<file path="src/rtl/vga_timing_controller_if.sv">
// Raster timing bundle between the VGA timing controller and its consumers.
// The controller takes the master side; the pixel path and bench take the slave side.
interface vga_timing_controller_if #(
  parameter int HW = 10,
  parameter int VW = 10
);
    logic          pix_tick;
    logic          run;
    logic [HW-1:0] hcount;
    logic [VW-1:0] vcount;
    logic [1:0]    h_phase;
    logic          hsync;
    logic          vsync;
    logic          video_on;
    logic          line_end;
    logic          frame_end;

    modport master (
        input  pix_tick, run,
        output hcount, vcount, h_phase,
        output hsync, vsync, video_on,
        output line_end, frame_end
    );

    modport slave (
        output pix_tick, run,
        input  hcount, vcount, h_phase,
        input  hsync, vsync, video_on,
        input  line_end, frame_end
    );
endinterface

</file>
<file path="src/rtl/vga_timing_controller.sv">
// VGA raster sequencer: pixel/line counters, horizontal phase FSM and sync decode.
// Everything runs on clk; pix_tick only enables the counters.
module vga_timing_controller #(
    parameter int H_ACTIVE = 640,
    parameter int H_FP     = 16,
    parameter int H_SYNC   = 96,
    parameter int H_BP     = 48,
    parameter int V_ACTIVE = 480,
    parameter int V_FP     = 10,
    parameter int V_SYNC   = 2,
    parameter int V_BP     = 33,
    parameter bit SYNC_POL = 1'b0
) (
    input  logic                     clk,
    input  logic                     reset,
    vga_timing_controller_if.master  bus
);
    localparam int H_TOTAL = H_ACTIVE + H_FP + H_SYNC + H_BP;
    localparam int V_TOTAL = V_ACTIVE + V_FP + V_SYNC + V_BP;
    localparam int HW = $clog2(H_TOTAL);
    localparam int VW = $clog2(V_TOTAL);

    localparam logic [HW-1:0] H_LAST  = HW'(H_TOTAL - 1);
    localparam logic [VW-1:0] V_LAST  = VW'(V_TOTAL - 1);
    localparam logic [HW-1:0] HA_END  = HW'(H_ACTIVE);
    localparam logic [HW-1:0] HS_BEG  = HW'(H_ACTIVE + H_FP);
    localparam logic [HW-1:0] HS_END  = HW'(H_ACTIVE + H_FP + H_SYNC);
    localparam logic [VW-1:0] VA_END  = VW'(V_ACTIVE);
    localparam logic [VW-1:0] VS_BEG  = VW'(V_ACTIVE + V_FP);
    localparam logic [VW-1:0] VS_END  = VW'(V_ACTIVE + V_FP + V_SYNC);

    if (H_ACTIVE < 1 || H_FP < 1 || H_SYNC < 1 || H_BP < 1 ||
        V_ACTIVE < 1 || V_FP < 1 || V_SYNC < 1 || V_BP < 1) begin : g_bad_param
        $error("vga_timing_controller: every timing parameter must be >= 1");
    end

    typedef enum logic [1:0] {
        PH_ACTIVE = 2'd0,
        PH_FRONT  = 2'd1,
        PH_SYNC   = 2'd2,
        PH_BACK   = 2'd3
    } h_phase_e;

    logic [HW-1:0] h_q, h_d;
    logic [VW-1:0] v_q, v_d;
    h_phase_e      ph_q, ph_d;

    logic h_last, v_last, adv;

    assign h_last = (h_q == H_LAST);
    assign v_last = (v_q == V_LAST);
    assign adv    = bus.pix_tick & bus.run;

    always_comb begin
        h_d  = h_q;
        v_d  = v_q;
        ph_d = ph_q;
        if (!bus.run) begin
            h_d  = '0;
            v_d  = '0;
            ph_d = PH_ACTIVE;
        end else if (bus.pix_tick) begin
            h_d = h_last ? '0 : h_q + 1'b1;
            if (h_last)
                v_d = v_last ? '0 : v_q + 1'b1;
            // Phase moves on the tick that lands hcount on the next boundary.
            case (ph_q)
                PH_ACTIVE: if (h_q == HA_END - 1'b1) ph_d = PH_FRONT;
                PH_FRONT:  if (h_q == HS_BEG - 1'b1) ph_d = PH_SYNC;
                PH_SYNC:   if (h_q == HS_END - 1'b1) ph_d = PH_BACK;
                PH_BACK:   if (h_last)               ph_d = PH_ACTIVE;
                default:                             ph_d = PH_ACTIVE;
            endcase
        end
    end

    always_ff @(posedge clk) begin
        if (reset) begin
            h_q  <= '0;
            v_q  <= '0;
            ph_q <= PH_ACTIVE;
        end else begin
            h_q  <= h_d;
            v_q  <= v_d;
            ph_q <= ph_d;
        end
    end

    logic hs_on, vs_on, line_end_w;

    assign hs_on      = (h_q >= HS_BEG) && (h_q < HS_END);
    assign vs_on      = (v_q >= VS_BEG) && (v_q < VS_END);
    assign line_end_w = adv & h_last;

    assign bus.hcount    = h_q;
    assign bus.vcount    = v_q;
    assign bus.h_phase   = ph_q;
    assign bus.hsync     = (bus.run & hs_on) ? SYNC_POL : ~SYNC_POL;
    assign bus.vsync     = (bus.run & vs_on) ? SYNC_POL : ~SYNC_POL;
    assign bus.video_on  = bus.run & (h_q < HA_END) & (v_q < VA_END);
    assign bus.line_end  = line_end_w;
    assign bus.frame_end = line_end_w & v_last;
endmodule
</file>
<file path="src/flat_wrapper.sv">
// flat-port wrapper written by rule: the top's interface ports become plain ports
module vga_timing_controller_flat 
#(
    parameter int H_ACTIVE = 640,
    parameter int H_FP     = 16,
    parameter int H_SYNC   = 96,
    parameter int H_BP     = 48,
    parameter int V_ACTIVE = 480,
    parameter int V_FP     = 10,
    parameter int V_SYNC   = 2,
    parameter int V_BP     = 33,
    parameter bit SYNC_POL = 1'b0
)
  (clk, reset, bus_pix_tick, bus_run, bus_hcount, bus_vcount, bus_h_phase, bus_hsync, bus_vsync, bus_video_on, bus_line_end, bus_frame_end);
  vga_timing_controller_if bus_i ();
  input  logic clk;
  input  logic reset;
  input wire logic [$bits(bus_i.pix_tick)-1:0] bus_pix_tick;
  input wire logic [$bits(bus_i.run)-1:0] bus_run;
  output wire logic [$bits(bus_i.hcount)-1:0] bus_hcount;
  output wire logic [$bits(bus_i.vcount)-1:0] bus_vcount;
  output wire logic [$bits(bus_i.h_phase)-1:0] bus_h_phase;
  output wire logic [$bits(bus_i.hsync)-1:0] bus_hsync;
  output wire logic [$bits(bus_i.vsync)-1:0] bus_vsync;
  output wire logic [$bits(bus_i.video_on)-1:0] bus_video_on;
  output wire logic [$bits(bus_i.line_end)-1:0] bus_line_end;
  output wire logic [$bits(bus_i.frame_end)-1:0] bus_frame_end;
  assign bus_i.pix_tick = bus_pix_tick;
  assign bus_i.run = bus_run;
  assign bus_hcount = bus_i.hcount;
  assign bus_vcount = bus_i.vcount;
  assign bus_h_phase = bus_i.h_phase;
  assign bus_hsync = bus_i.hsync;
  assign bus_vsync = bus_i.vsync;
  assign bus_video_on = bus_i.video_on;
  assign bus_line_end = bus_i.line_end;
  assign bus_frame_end = bus_i.frame_end;
  vga_timing_controller #(.H_ACTIVE(H_ACTIVE), .H_FP(H_FP), .H_SYNC(H_SYNC), .H_BP(H_BP), .V_ACTIVE(V_ACTIVE), .V_FP(V_FP), .V_SYNC(V_SYNC), .V_BP(V_BP), .SYNC_POL(SYNC_POL)) u_core (.clk(clk), .reset(reset), .bus(bus_i));
endmodule
</file>
<file path="config.mk">
export PLATFORM = sky130hd
export DESIGN_NAME = vga_timing_controller_flat
export DESIGN_NICKNAME = d
export VERILOG_FILES = /design/src/rtl/vga_timing_controller_if.sv /design/src/rtl/vga_timing_controller.sv /design/src/flat_wrapper.sv
export SDC_FILE = /design/constraint.sdc
export NUM_CORES = 1
export LEC_CHECK = 0
export CAP_MARGIN = 10
export CORE_UTILIZATION = 37
export CTS_CLUSTER_SIZE = 16
export DETAILED_ROUTE_END_ITERATION = 12
export GPL_ROUTABILITY_DRIVEN = 0
export PLACE_DENSITY = 0.73
export SETUP_SLACK_MARGIN = 0.2
export SYNTH_ARGS = -nofsm -noshare
export SYNTH_HDL_FRONTEND = slang
export SYNTH_SLANG_ARGS = --single-unit
export TNS_END_PERCENT = 5
</file>
<file path="constraint.sdc">
create_clock -name clk -period 2 [get_ports clk]
set_input_delay 0.3 -clock clk [delete_from_list [all_inputs] [get_ports clk]]
set_output_delay 0.3 -clock clk [all_outputs]
set_load 0.01 [all_outputs]
</file>
==> summary.md, run 1 <==
| Metric | Value |
|---|---|
| Sink Count | `22` |
| Synth cell types | `35` |
| Pwr Density | `346 nW/um^2` |
| Grt total ovfl | `0` |
| VDD IR max | `0.000220 V` |
| Cell taking the most area after synthesis | `dfxtp_1` |
| Crit path launch | `u_core.bus.hcount[5]` |
| Die Height | `60.2 um` |
| Fin area | `1980 um^2` |
| Reg2reg start | `u_core.bus.hcount[5]` |
| Pre-CTS setup slack | `-0.488 ns` |
| Worst Max-Slew Pin Slew | `0.437 ns` |
| FF-to-FF setup slack | `-0.02 ns` |
| Crit path max fanout | `10` |
| Global-route wire length before repair | `5.43 mm` |
| Syn_nets | `163` |
| Initial DRT Pass Iterations | `4` |
| DR WL/cell | `12.8 um` |
| Mean Syn Cell Area | `8.35 um^2` |
| Worst-Skew Late Latency | `0.31 ns` |
| Via density | `5.28` |
| Setup TNS | `-0.0307 ns` |
| Deepest clock path buffer count | `2` |
| Antenna Diode Count | `0` |
| Initial DRC Count | `69` |
| Area contributors post-synth | `dfxtp_1 (35%), ha_1 (9.0%), nor2_1 (5.1%)` |
| Placed Area | `1830 um^2` |
| Register area share after synthesis | `35.2%` |
| Hold Crit Class | `reg2reg` |
| Final worst path period share | `101%` |
| All-Layer GR Usage | `19.7%` |
| Antenna violations before repair | `0` |
| Full die area | `3620 um^2` |
| Fmax | `495 MHz` |
| Hold Startpoint | `u_core.bus.h_phase[1]` |
| # rows | `20` |
| RSZ-0062 raised after global routing | `yes` |
| I/O pin cnt | `31` |
| Clock tree from TritonCTS | `built` |
| Clock skew | `0.00590 ns` |
| Lkg Pwr | `0.710 nW` |
| PnR worst setup slack | `-0.0205 ns` |
| Fin util | `63.4%` |
| CP startpoint kind | `flip-flop` |
| Area delta synth->final | `58.4%` |
| Status | `complete, but fails checks` |
| Area of the multi-input gates | `870 um^2` |
| Fin. Hold Viols | `0` |
| Sequential Area | `458 um^2` |
| Initial core utilization | `40.0%` |
| Worst Path Required | `2.26 ns` |
| Filler cells | `267` |
| Cts bufs inserted | `3` |
| Clock Pin Slew Worst Setup and Hold Paths | `0.12 ns` |
| H-Tree Depth | `1` |
| Total wire length | `3.26 mm` |
| Core area | `3130 um^2` |
| Slew headroom | `70.4%` |
| Failing checks | `setup timing` |
| Detail Placement HPWL | `2.38 mm` |
| Top cell type's share of synthesized area | `35.2%` |
| FF+latch count, synth | `22` |
| Total number of vias | `1342` |
| Die W | `60.2 um` |
| Port bufs | `30` |
| Mapped Area | `1250 um^2` |
| Slew Limit Fails | `0` |
| Drt drc | `0` |
| Largest net degree at the start of global routing | `12` |
| Max-cap viol count | `0` |
| Tmin final | `2.02 ns` |
| Setup Crit Path Kind | `reg2reg` |
| Crit end category | `flip-flop` |
| Layout Nets | `225` |
| Ys Warns | `0` |
| Vias in the first global route | `1297` |
| CP Data Arrival Time | `2.28 ns` |
| CTS root buf | `clkbuf_4` |
| Routed Antenna Nets | `0` |
| Post-synthesis instance total | `150` |
| Layout cells sized above 1 | `31.4%` |
| Final setup viols | `2` |
## worst max-delay path, stage by stage (launching register included)
cell and delay, ns:
dfxtp_2 0.34, or2_4 0.25, or4_4 0.56, buf_8 0.16, buf_12 0.12, or4_1 0.42
a21oi_2 0.12
## what timing repair did
item	CTS	global route
hold buffers	0	0
setup endpoints to repair	25	16
pin swaps	12	7
setup buffers	3	1
hold endpoints to repair	0	0
resized for setup	30	16
## cell usage in the layout (no fill, tap or decap), drive strengths merged
| cell type | count |
|---|---|
| buf | 34 |
| clkdlybuf4s50 | 25 |
| dfxtp | 22 |
| nor2 | 17 |
| nand2 | 13 |
| ha | 9 |
| inv | 8 |
| a21oi | 8 |
| nand3 | 7 |
| or4 | 7 |
| xor2 | 6 |
| o21ai | 6 |
| and3 | 5 |
| o31ai | 5 |
| nand4 | 4 |
| xnor2 | 4 |
| or3 | 4 |
| clkbuf | 4 |
| mux2i | 3 |
| nand3b | 2 |
| nor2b | 2 |
| nor4b | 2 |
| nor3 | 2 |
| or2 | 1 |
| nor4bb | 1 |
| nor4 | 1 |
| a21boi | 1 |
| and4 | 1 |
| nand2b | 1 |
| a2111oi | 1 |
| o41ai | 1 |
| o221ai | 1 |
| and2 | 1 |
| clkdlybuf4s15 | 1 |
## metrics by stage
step / std cells / power [mW] / hold WS [ns]
2_1_floorplan: 150 / 0.465 / 0.436
3_3_place_gp: 247 / 0.494 / 0.485
3_5_place_dp: 247 / 0.495 / 0.501
4_1_cts: 253 / 0.691 / 0.528
5_1_grt: 254 / 0.713 / 0.566
6_report: 254 / 0.686 / 0.526
## sequential cells by signal (all words and copies together) (netlist names)
| register | count |
|---|---|
| u_core.bus.hcount | 10 |
| u_core.bus.vcount | 10 |
| u_core.bus.h_phase | 2 |
## worst paths after layout
kind / end / cells after the start
setup / recovery: u_core.bus.vcount[4] / 6
hold / removal: u_core.bus.h_phase[1] / 2
setup reg to reg: u_core.bus.vcount[4] / 6
hold reg to reg: u_core.bus.h_phase[1] / 2
## Yosys cell counts (all sizes together)
library cell	count
and4	1
nor4bb	1
nand2b	1
nor4b	2
nand3	7
nor2b	2
a21boi	1
nand4	4
and3	5
ha	9
clkbuf	2
o31ai	5
a21oi	8
buf	2
xnor2	4
mux2i	3
o21ai	6
dfxtp	22
nand3b	2
nand2	13
inv	8
xor2	6
nor3	2
or3	4
and2	1
nor2	17
nor4	1
o41ai	1
or2	1
a2111oi	1
or4	7
o221ai	1
## power by group
| group | switching, mW | internal, mW | leakage (nW) |
|---|---|---|---|
| clock network | 0.130 | 0.0703 | 0.0138 |
| registers | 0.00143 | 0.436 | 0.182 |
| logic | 0.0223 | 0.0253 | 0.514 |
| total | 0.154 | 0.532 | 0.710 |
## kinds of logic after synthesis
kind of cell | count (synthesis) | synth area share, %
AND/OR/NAND/NOR | 71 | 30.9
AO/OA/AOI/OAI | 23 | 11.3
XOR/XNOR | 10 | 6.99
multiplexers | 3 | 2.40
adder cells (fa/ha/maj) | 9 | 8.99
flip-flops | 22 | 35.2
buffers and inverters | 12 | 4.30
## layout make-up
type	instances	share of cell area, %
multi-input cells	116	43.8
repair buffers	61	27.7
flip-flops and latches	22	23.1
well taps	44	2.77
inverters	8	1.51
clock buffers	3	1.13
## routing by layer
metal / routed length (um) / vias to the layer above / track usage [%]
met5: 0 / - / 0
met4: 68 / 0 / 10.6
met3: 149 / 7 / 2.38
met2: 1630 / 41 / 33.9
met1: 1410 / 638 / 23.6
li1: - / 656 / -
Power figures use the tool's default switching activity.
==> run 2, diff against run 1 <==
REMOVE_ABC_BUFFERS = 1   (was unset)
==> summary.md, run 2 (same netlist as run 1, synthesis figures left out) <==
| Metric | Value |
|---|---|
| Status | `complete, but fails checks` |
| Failing checks | `setup timing` |
| Top delay family on crit path | `simple AND/OR/NAND/NOR gates` |
| CP Data Arrival Time | `1.75 ns (-0.53 ns)` |
| WHS | `0.509 ns (-0.0175 ns)` |
| I/O pin cnt | `31 (unchanged)` |
| Die Height | `60.2 um (unchanged)` |
| Buffers & Inverters on Critical Path | `1 (-1)` |
| Antenna violations before repair | `0 (unchanged)` |
| Fin. Hold Viols | `0 (unchanged)` |
| Final worst path period share | `102% (+1.4 points)` |
| Total number of vias | `1336 (-0.45%)` |
| Tmin final | `2.05 ns (+0.0276 ns)` |
| Worst Max-Slew Pin Slew | `0.503 ns (+0.0654 ns)` |
| Die W | `60.2 um (unchanged)` |
| Setup Crit Path Kind | `reg2out` |
| Crit path launch | `u_core.bus.hcount[5]` |
| Placed Area | `1760 um^2 (-3.8%)` |
| Detail Placement HPWL | `2.54 mm (+6.5%)` |
| Reg2reg start | `u_core.bus.hcount[5]` |
| Worst reg-to-reg path cell count | `5 (-1)` |
| Hold Crit Class | `reg2reg` |
| Clock Pin Slew Worst Setup and Hold Paths | `0.13 ns (about the same)` |
| Layout Nets | `218 (-3.1%)` |
| Fmax | `488 MHz (-1.3%)` |
| Initial core utilization | `40.0% (unchanged)` |
| Deepest clock path buffer count | `2 (unchanged)` |
| PnR worst setup slack | `-0.0480 ns (-0.0276 ns)` |
| Crit path max fanout | `3 (-7)` |
| Pwr Density | `399 nW/um^2 (+15%)` |
| Worst Path Required | `1.70 ns (-0.56 ns)` |
| Slew headroom | `66.2% (-4.3 points)` |
| Cts bufs inserted | `3 (unchanged)` |
| DR WL/cell | `14.0 um (+8.7%)` |
| Crit end category | `primary output` |
| Worst-Skew Late Latency | `0.31 ns (about the same)` |
| Port bufs | `30 (unchanged)` |
| Setup Buffers After CTS | `0 (-3)` |
| Layout cells sized above 1 | `22.1% (-9.4 points)` |
| Pre-CTS setup slack | `-0.445 ns (+0.0425 ns)` |
| Crit path cell chain | `or2_4, or4_4, nor3_2, buf_2` |
| Clock tree from TritonCTS | `built` |
| Area delta synth->final | `47.0%` |
| VDD IR max | `0.000245 V (+11%)` |
| Cell total after placement | `244 (-1.2%)` |
| Total wire length | `3.46 mm (+6.1%)` |
| Fin util | `58.8% (-4.6 points)` |
| H-Tree Depth | `1 (unchanged)` |
| Total power | `0.733 mW (+6.9%)` |
| CP startpoint kind | `flip-flop` |
| FF-to-FF setup slack | `-0.01 ns (about the same)` |
| Via density | `5.39 (+2.0%)` |
| Routed Antenna Nets | `0 (unchanged)` |
| Max-cap viol count | `0 (unchanged)` |
| Fin area | `1840 um^2 (-7.3%)` |
| Sink Count | `22 (unchanged)` |
| Filler cells | `305 (+14%)` |
| Slew Limit Fails | `0 (unchanged)` |
| Final non-filler cell total | `248 (-2.4%)` |
| CTS Hold Buffers Added | `0 (unchanged)` |
| RSZ-0062 raised after global routing | `yes` |
| Lkg Pwr | `0.663 nW (-6.7%)` |
| Initial DRT Pass Iterations | `4 (unchanged)` |
| Full die area | `3620 um^2 (unchanged)` |
| # rows | `20 (unchanged)` |
| Grt total ovfl | `0 (unchanged)` |
| Area of the multi-input gates | `805 um^2 (-7.5%)` |
| Setup TNS | `-0.0539 ns (-0.0232 ns)` |
| Crit path depth | `4 (-2)` |
| Vias in the first global route | `1236 (-4.7%)` |
| CTS root buf | `clkbuf_4` |
| CP max stage cell | `or4_4` |
| Largest net degree at the start of global routing | `20 (+8)` |
| Sequential Area | `447 um^2 (-2.5%)` |
| Initial DRC Count | `53 (-23%)` |
| Drt drc | `0 (unchanged)` |
| Reg2Reg Capture Point | `u_core.bus.vcount[7]` |
| All-Layer GR Usage | `20.8% (+1.1 points)` |
| Most common cell after layout, fill and taps aside | `clkdlybuf4s50_1` |
| Final setup viols | `2 (unchanged)` |
| Core area | `3130 um^2 (unchanged)` |
| Clock skew | `0.00481 ns (-0.00109 ns)` |
| Antenna Diode Count | `0 (unchanged)` |
| End of the critical path | `bus_frame_end` |
| Max stage delay on crit path | `0.55 ns (about the same)` |
| Global-route wire length before repair | `5.62 mm (+3.6%)` |
| Most frequent cells in the layout | `clkdlybuf4s50_1 (25), buf_4 (23), nor2_1 (17), dfxtp_1 (17), nand2_1 (13)` |
-- run 2: power by group --
group          internal, mW  leakage, nW  switching, mW
registers             0.440        0.180       0.000837
clock network         0.111       0.0210          0.140
logic                0.0207        0.462         0.0209
-- run 2: metal layers --
metal | share of wire (%) | track usage (%)
met2 | 53 | 39.4
met3 | 4.6 | 3.03
met1 | 42 | 23.7
met4 | 1.2 | 5.65
met5 | 0 | 0
-- run 2: cell type report --
cell class | count | area share [%]
Multi-Input combinational cell | 116 | 43.7
Timing Repair Buffer | 54 | 25.4
Sequential cell | 22 | 24.3
Tap cell | 44 | 2.99
Clock buffer | 4 | 1.97
Inverter | 8 | 1.63
-- run 2: worst min path at each step --
stage,depth (start not counted),to,slack [ns],from
after floorplan,2,u_core.bus.hcount[0],0.44,bus_pix_tick
after detailed placement,2,u_core.bus.vcount[9],0.51,u_core.bus.vcount[9]
after global placement,2,u_core.bus.vcount[9],0.49,u_core.bus.vcount[9]
final,2,u_core.bus.h_phase[1],0.51,u_core.bus.h_phase[1]
after global routing,2,u_core.bus.h_phase[1],0.54,u_core.bus.h_phase[1]
after CTS,2,u_core.bus.vcount[9],0.52,u_core.bus.vcount[9]
-- run 2: what timing repair did --
item                       CTS  global route
cloned                       0             0
pin swaps                    2             2
gates resized for setup     23             7
setup endpoints to repair   25            25
-- run 2: worst register-to-register path, delay by kind of cell (launching register included) --
kind / cells / cell delay [ns]
and+or+nand+nor: 3 / 1.31
DFF: 1 / 0.33
buffers and inverters: 1 / 0.18
AOI/OAI and AO/OA: 1 / 0.14
==> run 3, diff against run 2 <==
--- a/config.mk
+++ b/config.mk
@@ -8,3 +8,5 @@
 export CAP_MARGIN = 10
-export CORE_UTILIZATION = 37
+export CELL_PAD_IN_SITES_DETAIL_PLACEMENT = 0
+export CELL_PAD_IN_SITES_GLOBAL_PLACEMENT = 2
+export CORE_UTILIZATION = 25
 export CTS_CLUSTER_SIZE = 16
@@ -12,3 +14,3 @@
 export GPL_ROUTABILITY_DRIVEN = 0
-export PLACE_DENSITY = 0.73
+export PLACE_DENSITY = 0.82
 export REMOVE_ABC_BUFFERS = 1
--- a/constraint.sdc
+++ b/constraint.sdc
@@ -3,2 +3,2 @@
 set_output_delay 0.3 -clock clk [all_outputs]
-set_load 0.01 [all_outputs]
+set_load 0.05 [all_outputs]
==> summary.md, run 3 (same netlist as run 1, synthesis figures left out) <==
| Metric | Value |
|---|---|
| Status | `complete, but fails checks` |
| Grt total ovfl | `0 (unchanged)` |
| Total number of vias | `1305 (-2.3%)` |
| Global-route wire length before repair | `6.37 mm (+13%)` |
| Core area | `4790 um^2 (+53%)` |
| Area delta synth->final | `61.7%` |
| Largest net degree at the start of global routing | `14 (-30%)` |
| Port bufs | `30 (unchanged)` |
| I/O pin cnt | `31 (unchanged)` |
| Initial DRT Pass Iterations | `4 (unchanged)` |
| Full die area | `5300 um^2 (+46%)` |
| Via density | `4.73 (-12%)` |
| Fin area | `2030 um^2 (+10%)` |
| Clock Pin Slew Worst Setup and Hold Paths | `0.09 ns (-0.04 ns)` |
| Pwr Density | `450 nW/um^2 (+13%)` |
| CTS root buf | `clkbuf_8` |
| Initial DRC Count | `45 (-15%)` |
| Lkg Pwr | `0.847 nW (+28%)` |
| Layout Nets | `223 (+2.3%)` |
| Detail Placement HPWL | `2.61 mm (+2.7%)` |
| Hold Crit Class | `reg2reg` |
| Final non-filler cell total | `276 (+11%)` |
| Slew Limit Fails | `0 (unchanged)` |
| Vias in the first global route | `1344 (+8.7%)` |
| Max-cap viol count | `0 (unchanged)` |
| Antenna violations before repair | `0 (unchanged)` |
| Cell total after placement | `268 (+9.8%)` |
| Routed Antenna Nets | `0 (unchanged)` |
| RSZ-0062 raised after global routing | `yes` |
| Met1 Wirelength | `1.65 mm (+14%)` |
| Drt drc | `0 (unchanged)` |
| Total wire length | `3.76 mm (+8.6%)` |
| Crit end category | `primary output` |
| CP startpoint kind | `flip-flop` |
| Crit path max fanout | `3 (unchanged)` |
| # rows | `25 (+25%)` |
| Die Height | `72.8 um (+21%)` |
| Placed Area | `1850 um^2 (+4.9%)` |
| Die W | `72.8 um (+21%)` |
| CP Data Arrival Time | `1.78 ns (+0.03 ns)` |
| Cts bufs inserted | `3 (unchanged)` |
| Sink Count | `22 (unchanged)` |
| CTS Hold Buffers Added | `0 (unchanged)` |
| Fin. Hold Viols | `0 (unchanged)` |
| WHS | `0.505 ns (-0.00376 ns)` |
| Most frequent cells in the layout | `buf_4 (26), dlygate4sd2_1 (22), nor2_1 (16), dfxtp_1 (16), nand2_1 (12)` |
| Final setup viols | `5 (+3)` |
| Worst Max-Slew Pin Slew | `0.498 ns (-0.00425 ns)` |
| Routed met3 length | `113 um (-28%)` |
| Clock tree from TritonCTS | `built` |
| Worst Path Required | `1.70 ns (about the same)` |
| Clock skew | `0.00480 ns (-0.0000131 ns)` |
| H-Tree Depth | `1 (unchanged)` |
| Antenna Diode Count | `0 (unchanged)` |
| DR WL/cell | `13.6 um (-2.5%)` |
| Deepest clock path buffer count | `2 (unchanged)` |
| Setup TNS | `-0.183 ns (-0.129 ns)` |
| PnR worst setup slack | `-0.0847 ns (-0.0367 ns)` |
| Final worst path period share | `104% (+1.8 points)` |
| Top Layer Used | `met4` |
| Tmin final | `2.08 ns (+0.0367 ns)` |
| Initial core utilization | `26.2% (-14 points)` |
| Failing checks | `setup timing` |
| Layout cells sized above 1 | `26.8% (+4.7 points)` |
| Worst-Skew Late Latency | `0.26 ns (-0.05 ns)` |
| Fin util | `42.3% (-17 points)` |
| Slew headroom | `66.7% (+0.54 points)` |
| Met2 wire len | `1.95 mm (+6.9%)` |
| Most common cell after layout, fill and taps aside | `buf_4` |
| Fmax | `480 MHz (-1.8%)` |
| All-Layer GR Usage | `15.5% (-5.3 points)` |
| Setup Crit Path Kind | `reg2out` |
| VDD IR max | `0.000220 V (-10%)` |
run 3: routing by layer:
layer  up-vias  global-route usage (%)
met1       624                    18.2
met2        21                    28.9
li1        656                       -
met3         4                    2.49
met4         0                    4.14
met5         -                       0
run 3: per-stage QoR:
step,setup WS [ns],power (mW)
after global routing,-0.139,0.949
after CTS,-0.109,0.930
after detailed placement,-0.238,0.506
after floorplan,-1.16,0.473
final,-0.0847,0.912
after global placement,-0.228,0.505
run 3: timing repair:
action,in CTS,in global routing
resized for setup,43,5
pin swaps,7,6
buffers inserted,3,0
setup endpoints to repair,31,27
gates cloned,1,0
run 3: worst paths after layout:
kind | to | startpoint | depth (start not counted) | slack (ns)
worst max-delay path | bus_frame_end | u_core.bus.hcount[5] | 5 | -0.08
worst min-delay path | u_core.bus.vcount[7] | u_core.bus.vcount[7] | 2 | 0.50
worst max register to register | u_core.bus.vcount[9] | u_core.bus.hcount[5] | 5 | -0.05
worst min register to register | u_core.bus.vcount[7] | u_core.bus.vcount[7] | 2 | 0.50
run 3: layout make-up:
type | instances | area (um^2)
fill | 487 | 2760
multi-input combinational | 117 | 843
timing repair buffer | 58 | 547
sequential | 22 | 450
tap | 67 | 83.8
clock buffer | 3 | 41.3
clock inverter | 1 | 30.0
inverter | 8 | 30.0
run 3: power by group:
group / internal (mW) / switching [mW] / leakage, nW
registers: 0.438 / 0.00161 / 0.181
clock network: 0.267 / 0.151 / 0.0357
logic: 0.0257 / 0.0292 / 0.631
run 3: critical path, cell delays in order (launching register included):
cell     delay, ns
dfxtp_2       0.33
or2_4         0.27
or4_4         0.56
nor3_2        0.11
buf_4         0.14
buf_12        0.12
